### src/rtl/fetch_pkg.sv
// Shared definitions for the 4-bit-PC fetch path: opcode classes, FSM state codes and
// width defaults. Also used by the core's next-PC logic.
package fetch_pkg;

  localparam int unsigned DefaultPcW  = 4;
  localparam int unsigned DefaultInsW = 8;

  localparam logic [3:0] OP_HALT = 4'b1100;

  // Bit n set means opcode n advances sequentially: 0100..1011 and 1101.
  localparam logic [15:0] OP_SEQ_MASK = 16'h2FF0;

  typedef logic [2:0] fetch_state_t;

  localparam fetch_state_t StIdle      = 3'd0;
  localparam fetch_state_t StFetch     = 3'd1;
  localparam fetch_state_t StIssue     = 3'd2;
  localparam fetch_state_t StWaitRedir = 3'd3;
  localparam fetch_state_t StHalt      = 3'd4;

  typedef enum logic [1:0] {
    OpClsSeq,
    OpClsCtrl,
    OpClsHalt
  } op_class_t;

  function automatic op_class_t classify_op(input logic [3:0] op);
    op_class_t cls;
    if (op == OP_HALT) begin
      cls = OpClsHalt;
    end else if (OP_SEQ_MASK[op]) begin
      cls = OpClsSeq;
    end else begin
      cls = OpClsCtrl;
    end
    return cls;
  endfunction

endpackage

### src/rtl/op_class_dec.sv
// Opcode-field classifier: instr[6:3] -> SEQ / CTRL / HALT. Purely combinational so the
// core's next-PC logic can share it.
module op_class_dec
  import fetch_pkg::*;
(
  input  logic [3:0] op,
  output op_class_t  op_class
);

  always_comb begin
    op_class = classify_op(op);
  end

endmodule

### src/rtl/instr_fetch_seq.sv
// Instruction fetch sequencer: owns the PC, fetches bytes over req/ack and issues them to the
// core over valid/ready, stopping on control-flow or HALT opcodes until the core redirects.
module instr_fetch_seq
  import fetch_pkg::*;
#(
  parameter int unsigned      PC_W     = DefaultPcW,
  parameter int unsigned      INS_W    = DefaultInsW,
  parameter logic [PC_W-1:0]  RESET_PC = '0
) (
  input  logic             clk,
  input  logic             rst,

  output logic             mem_req,
  output logic [PC_W-1:0]  mem_addr,
  input  logic             mem_ack,
  input  logic [INS_W-1:0] mem_data,

  output logic             ins_valid,
  input  logic             ins_ready,
  output logic [INS_W-1:0] ins_data,
  output logic [PC_W-1:0]  ins_pc,

  input  logic             redir_valid,
  input  logic [PC_W-1:0]  redir_pc,
  output logic             halted
);

  localparam logic [PC_W-1:0] PcOne = PC_W'(1);

  fetch_state_t     state_q, state_d;
  logic [PC_W-1:0]  pc_q, pc_d;
  logic             mem_req_q, mem_req_d;
  logic [PC_W-1:0]  mem_addr_q, mem_addr_d;
  logic             ins_valid_q, ins_valid_d;
  logic [INS_W-1:0] ins_data_q, ins_data_d;
  logic [PC_W-1:0]  ins_pc_q, ins_pc_d;
  logic             halted_q, halted_d;
  logic             squash_q, squash_d;

  op_class_t        op_class;
  logic             transfer;

  op_class_dec u_op_class_dec (
    .op       (ins_data_q[6:3]),
    .op_class (op_class)
  );

  assign transfer = ins_valid_q & ins_ready;

  always_comb begin
    state_d     = state_q;
    pc_d        = pc_q;
    mem_req_d   = mem_req_q;
    mem_addr_d  = mem_addr_q;
    ins_valid_d = ins_valid_q;
    ins_data_d  = ins_data_q;
    ins_pc_d    = ins_pc_q;
    halted_d    = halted_q;
    squash_d    = squash_q;

    if (redir_valid) begin
      // Redirect overrides everything; a pending instruction is dropped.
      pc_d        = redir_pc;
      ins_valid_d = 1'b0;
      halted_d    = 1'b0;
      state_d     = StFetch;
      if (mem_req_q) begin
        // The bus request cannot be withdrawn: let it complete and discard its byte.
        if (mem_ack) begin
          mem_req_d = 1'b0;
          squash_d  = 1'b0;
        end else begin
          squash_d  = 1'b1;
        end
      end else begin
        mem_req_d  = 1'b1;
        mem_addr_d = redir_pc;
        squash_d   = 1'b0;
      end
    end else begin
      case (state_q)
        StIdle: begin
          state_d = StFetch;
        end

        StFetch: begin
          if (mem_req_q) begin
            if (mem_ack) begin
              mem_req_d = 1'b0;
              if (squash_q) begin
                squash_d = 1'b0;
              end else begin
                ins_valid_d = 1'b1;
                ins_data_d  = mem_data;
                ins_pc_d    = mem_addr_q;
                state_d     = StIssue;
              end
            end
          end else begin
            mem_req_d  = 1'b1;
            mem_addr_d = pc_q;
          end
        end

        StIssue: begin
          if (transfer) begin
            ins_valid_d = 1'b0;
            case (op_class)
              OpClsSeq: begin
                pc_d    = pc_q + PcOne;
                state_d = StFetch;
              end
              OpClsHalt: begin
                halted_d = 1'b1;
                state_d  = StHalt;
              end
              default: begin
                state_d = StWaitRedir;
              end
            endcase
          end
        end

        StWaitRedir, StHalt: begin
          // Only a redirect leaves these states.
        end

        default: begin
          state_d = StIdle;
        end
      endcase
    end
  end

  always_ff @(posedge clk or negedge rst) begin
    if (!rst) begin
      state_q     <= StIdle;
      pc_q        <= RESET_PC;
      mem_req_q   <= 1'b0;
      mem_addr_q  <= RESET_PC;
      ins_valid_q <= 1'b0;
      ins_data_q  <= '0;
      ins_pc_q    <= RESET_PC;
      halted_q    <= 1'b0;
      squash_q    <= 1'b0;
    end else begin
      state_q     <= state_d;
      pc_q        <= pc_d;
      mem_req_q   <= mem_req_d;
      mem_addr_q  <= mem_addr_d;
      ins_valid_q <= ins_valid_d;
      ins_data_q  <= ins_data_d;
      ins_pc_q    <= ins_pc_d;
      halted_q    <= halted_d;
      squash_q    <= squash_d;
    end
  end

  assign mem_req   = mem_req_q;
  assign mem_addr  = mem_addr_q;
  assign ins_valid = ins_valid_q;
  assign ins_data  = ins_data_q;
  assign ins_pc    = ins_pc_q;
  assign halted    = halted_q;

endmodule

### config.mk
export PLATFORM = sky130hd
export DESIGN_NAME = instr_fetch_seq
export DESIGN_NICKNAME = d
export VERILOG_FILES = /design/src/rtl/fetch_pkg.sv /design/src/rtl/op_class_dec.sv /design/src/rtl/instr_fetch_seq.sv
export SDC_FILE = /design/constraint.sdc
export NUM_CORES = 1
export LEC_CHECK = 0
export ABC_AREA = 1
export CAP_MARGIN = 20
export CORE_AREA = 2 2 57 59
export CTS_BUF_LIST = sky130_fd_sc_hd__clkbuf_4 sky130_fd_sc_hd__clkbuf_8 sky130_fd_sc_hd__clkbuf_16
export DETAILED_ROUTE_END_ITERATION = 8
export DIE_AREA = 0 0 59 61
export PLACE_DENSITY_LB_ADDON = 0.15
export SLEW_MARGIN = 5
export SYNTH_ARGS = -nofsm -noshare
export SYNTH_HDL_FRONTEND = slang
export SYNTH_SLANG_ARGS = --single-unit
### constraint.sdc
create_clock -name clk -period 1.3 [get_ports clk]
set_input_delay 0.195 -clock clk [delete_from_list [all_inputs] [get_ports clk]]
set_output_delay 0.195 -clock clk [all_outputs]
set_load 0.05 [all_outputs]
* Word-level counts from Yosys, hierarchy flattened
Memory sizes are Yosys's and may differ from the RTL's.
Cells that the tools add are included.
** Storage, ports and cells
- Memories :: 1
- Bits in read-only memories :: 16
- Word-level logic and storage cells :: 82
- Output and inout port bits :: 19
- Register bits :: 27
** Cells by class
- Reduce and logical (&&, ||, !) cells :: 18
- Add/sub/neg operators :: 1
- Multiplexer cells :: 37
- Equal/unequal tests :: 11
- $lt $le $gt $ge :: 1
- Bitwise logic cells :: 4
** Memories
- (no name shown) :: words 16, bits a word 1, rd ports 1, clocked after memory_dff 0, wr ports 0, line fetch_pkg.sv:31 : end else if (OP_SEQ_MASK[op]) begin
** Operators with widths (count)
- $mux W4 :: 8
- $mux W1 :: 20
- $mux W3 :: 5
- $reduce_and A5 Y1 :: 3
- $reduce_bool A2 Y1 :: 7
- $ne A3 B3 Y1 const B :: 4
- $pmux W3 S4 :: 1
- $reduce_and A3 Y1 :: 3
- $eq A3 B2 Y1 const B :: 2
- $pmux W3 S2 :: 1
- $lt A4 B5 Y1 const B :: 1
- $add A4 B1 Y4 const B :: 1
- $eq A4 B4 Y1 const B :: 1
- $eq A3 B1 Y1 const B :: 1
- $eq A3 B3 Y1 const B :: 1
- $logic_not A3 Y1 :: 1
- $not A1 Y1 :: 3
- $reduce_bool A3 Y1 :: 1
- $eq A2 B2 Y1 const B :: 1
- $logic_not A2 Y1 :: 1
- $mux W2 :: 1
- $ne A2 B2 Y1 const B :: 1
- $pmux W1 S2 :: 1
- $reduce_and A2 Y1 :: 1
- 2 further kinds :: 2

* Depth between registers and ports, before layout
- Depth after elaboration :: 9
- Mapped depth :: 8
- Depth with buffers taken out :: 8

* Cells and area by module
Synthesis repeated with hierarchy kept, for this count alone.
** Unflattened totals
- Cells, all modules :: 174
- Area, all modules :: 1428.9 um^2
** Modules (own cells, without submodules)
- instr_fetch_seq :: cells each 164, sequential area each 675.6 um^2, instances 1, area each 1390.1 um^2
- op_class_dec :: cells each 10, sequential area each 0.0 um^2, instances 1, area each 38.8 um^2

* Worst setup path before layout
OpenSTA, ideal clock, no wires.
- Path kind :: register to register
- Start :: reg mem_req_q, in the netlist mem_req
- End :: reg ins_data_q[5], in the netlist ins_data[5]
- Clock period less this slack :: 1.523 ns
- Data required time :: 1.181 ns
- Path slack :: -0.223 ns
- Cell stages (with the launch flop) :: 8
- Arrival time :: 1.404 ns
- Buffers on the path :: 2
- Setup time :: 0.119 ns
- Cell sequence :: dfrtp_1 > nand2_2 > nor2_4 > buf_6 > nand2_4 > buf_6 > nand2_1 > nand2_1
** Between the ends
- Word-level cells in the longest chain between the ends :: 1
** Ends and longest elaborated chain
- start: declaration :: line instr_fetch_seq.sv:32 : logic mem_req_q, mem_req_d;
- start signal: assignment :: line instr_fetch_seq.sv:149 : mem_req_q <= mem_req_d;
- $reduce_and A5 Y1 (no line)
- end signal: assignment :: line instr_fetch_seq.sv:152 : ins_data_q <= ins_data_d;
- end: declaration :: line instr_fetch_seq.sv:35 : logic [INS_W-1:0] ins_data_q, ins_data_d;
Every way passes these cells.
A chain may end at the register's enable or synchronous reset.

* Worst setup path after layout
- Start :: reg state_q[1]
- End :: reg state_q[0]
** Between the ends
- Word-level cells in the longest chain between the ends :: 4
- Elaborated cells between the ends (all ways) :: 14
** Ends and longest elaborated chain
- start: declaration :: line instr_fetch_seq.sv:30 : fetch_state_t state_q, state_d;
- start signal: assignment :: line instr_fetch_seq.sv:137 : state_q <= StIdle;
- start signal: assignment :: line instr_fetch_seq.sv:147 : state_q <= state_d;
- $eq A3 B2 Y1 or $eq A3 B3 Y1 (tied branches) :: line instr_fetch_seq.sv:81 : case (state_q)
- $reduce_or A2 Y1 :: line instr_fetch_seq.sv:81
- $pmux W3 S4 or $ne A2 B2 Y1 (tied branches)
- $mux W3 or $reduce_and A5 Y1 (tied branches)
Several ways; a longest one is shown, not always the timed one.

==> results.sh <==
export IMPL_outcome="complete, no violations"
export IMPL_syn_cell_area_sq_um=1370
export IMPL_start_util_pct=46.3
export IMPL_worstSetupPathType="flip-flop to flip-flop"
export IMPL_nFillCells=212
export IMPL_drv_slew=0
export IMPL_hold_viol_final=0
export IMPL_area_growth_pct=62.8
export IMPL_place_area_sq_um=2060
export IMPL_synth_avg_cell_area_sq_um=8.08
export IMPL_drtIter0Drc=72
export IMPL_diodes=0
export IMPL_synth_cells=169
export IMPL_antenna_found_initial=0
export IMPL_yosysWarnings=0
export IMPL_final_cells=261
export IMPL_dp_slack_ps=-197
export IMPL_fin_crit_sh_pct=99.7
export IMPL_cts_sinks=27
export IMPL_fin_worst_skew_ps=3.63
export IMPL_via_per_inst=5.23
export IMPL_firstDrtPassIters=5
export IMPL_place_inst=248
export IMPL_cts_tree="yes"
export IMPL_period_needed_ps=1300
export IMPL_powerDensity_nw_per_um2=2360
export IMPL_multiInputGateArea_sq_um=661
export IMPL_grt_overflow_total=0
export IMPL_tightest_slew_ps=255
export IMPL_tns_ps=0
export IMPL_end_kind="flip-flop"
export IMPL_grt_usage_pct=19.9
export IMPL_dp_hpwl_um=2530
export IMPL_nNetsFinal=247
export IMPL_max_freq_ghz=0.772
export IMPL_grt_pass1_vias=1299
export IMPL_setup_ws_ps=4.17
export IMPL_wl_um=3560
export IMPL_fin_area_sq_um=2220
export IMPL_start_kind="flip-flop"
export IMPL_drive_gt1_share_pct=36.0
export IMPL_io_buffers=35
export IMPL_clkTransAtPathRegs_ps=140
export IMPL_crit_arrival_ps=1520
export IMPL_h_tree_depth=1
export IMPL_cts_buffers=3
export IMPL_seq_area_frac_synth_pct=49.5
export IMPL_maxCapViolCount=0
export IMPL_worstPathRequired_ps=1530
export IMPL_clock_latency_ps=320
export IMPL_placeableCoreArea_sq_um=2950
export IMPL_syn_nets=187
export IMPL_drc=0
export IMPL_num_rows=20
export IMPL_clock_path_buffers=2
export IMPL_cts_root_buf="clkbuf_4"
export IMPL_leakage_uw=0.00106
export IMPL_regArea_sq_um=684
export IMPL_gp_congestion=0.823
export IMPL_vdd_ir_drop_max_mv=1.02
export IMPL_vias=1364
export IMPL_dieArea_sq_um=3600
export IMPL_setup_viol=0
export IMPL_ys_ff_latch=27
export IMPL_yosysUniqueCellTypes=26
export IMPL_crit_fanout=5
export IMPL_grt_max_degree=28
export IMPL_num_io_pins=36
export IMPL_dieWidth_um=59
export IMPL_routedWlPerCell_um=13.7
export IMPL_p_total_uw=5260
export IMPL_slew_headroom_pct=82.9
export IMPL_rsz0062_at_grt="yes"
export IMPL_die_height_um=61
export IMPL_hp_class="primary input to asynchronous set/reset pin"
export IMPL_grt_pass1_wl_um=5520
export IMPL_ant_nets=0
==> kinds of logic (layout without fill, tap and decap cells) <==
| group | count (synthesis) | count (layout) | synth area share, % |
|---|---|---|---|
| AND/OR/NAND/NOR | 92 | 92 | 29.6 |
| AO/OA/AOI/OAI | 30 | 30 | 13.4 |
| flip-flops | 27 | 27 | 49.5 |
| buffers and inverters | 19 | 78 | 6.69 |
| adder cells (fa/ha/maj) | 1 | 1 | 0.916 |
==> per-layer routing <==
| layer | GRT usage (%) | up-vias | part of all wire, % | wire, um |
|---|---|---|---|---|
| li1 | - | 667 | - | - |
| met1 | 24.1 | 634 | 41 | 1450 |
| met2 | 36.7 | 55 | 52 | 1870 |
| met3 | 2.77 | 8 | 5.5 | 197 |
| met4 | 6.17 | 0 | 1.3 | 46 |
| met5 | 0 | - | 0 | 0 |
==> power by group <==
group	internal, uW	switching (uW)
combinational	1590	1800
clock	141	237
sequential	1160	341
==> flip-flops by register name (all words and copies together), names as in the netlist <==
register   cells
ins_valid      1
state_q        3
mem_addr       4
ins_pc         4
mem_req        1
squash_q       1
halted         1
ins_data       8
pc_q           4
==> layout by cell type (no fill, tap or decap), types with 4 or more instances in the layout <==
| master | count |
|---|---|
| nand2_1 | 49 |
| nand2_2 | 5 |
| nor2_1 | 9 |
| a21oi_1 | 8 |
| o21ai_1 | 5 |
| clkbuf_4 | 4 |
| nor2_4 | 5 |
| clkdlybuf4s50_1 | 16 |
| buf_4 | 21 |
| nand3_1 | 14 |
| dfrtp_1 | 20 |
| o21ai_0 | 8 |
| buf_12 | 21 |
| inv_1 | 11 |
| dfrtp_2 | 7 |
==> cell usage after synthesis, drive strengths merged <==
master / instances / share of area, %
nand3: 17 / 6.6
dfrtp: 27 / 49
a31oi: 2 / 0.92
or2: 1 / 0.46
o21ai: 14 / 5.4
a21oi: 11 / 5.4
o211ai: 2 / 1.1
nor2: 17 / 5.8
o31ai: 1 / 0.55
nor4: 1 / 0.46
nand2: 56 / 16
buf: 4 / 2.4
inv: 15 / 4.3
ha: 1 / 0.92
==> worst max-delay path, stage by stage (launching register included) <==
cell,delay [ps]
dfrtp_2,490
nor2_4,170
nand3_2,130
o21ai_2,210
nor2_4,80
nand2_1,70
o21ai_1,60
==> through the flow <==
stage	utilization, %	hold slack [ps]
5_1_grt	75.3	198
3_3_place_gp	69.7	508
4_1_cts	70.8	209
2_1_floorplan	-	-101
3_5_place_dp	69.7	506
6_report	75.3	211
==> final timing paths <==
kind,start,endpoint,slack [ps],cells past startpoint
max,state_q[1]$_DFFE_PN0P_,state_q[0]$_DFFE_PN0P_,4,6
min,rst,ins_data[2]$_DFFE_PN0P_,210,2
max reg2reg,state_q[1]$_DFFE_PN0P_,state_q[0]$_DFFE_PN0P_,4,6
min reg2reg,pc_q[0]$_DFFE_PN0P_,pc_q[0]$_DFFE_PN0P_,530,1
max in group asynchronous,rst,mem_req$_DFFE_PN0P_,920,2
min in group clk,mem_data[1],ins_data[1]$_DFFE_PN0P_,420,3
==> what timing repair did <==
item | CTS | global route
hold buffers | 0 | 0
buffers inserted | 0 | 9
setup endpoints to repair | 0 | 15
gates resized for setup | 0 | 23
==> layout make-up <==
cell class	instances	area share (%)
Multi-Input combinational cell	123	29.7
Inverter	15	2.64
Timing Repair Buffer	59	33.7
Clock buffer	4	1.35
Sequential cell	27	30.8
Tap cell	33	1.86
Power figures use the tool's default switching activity.
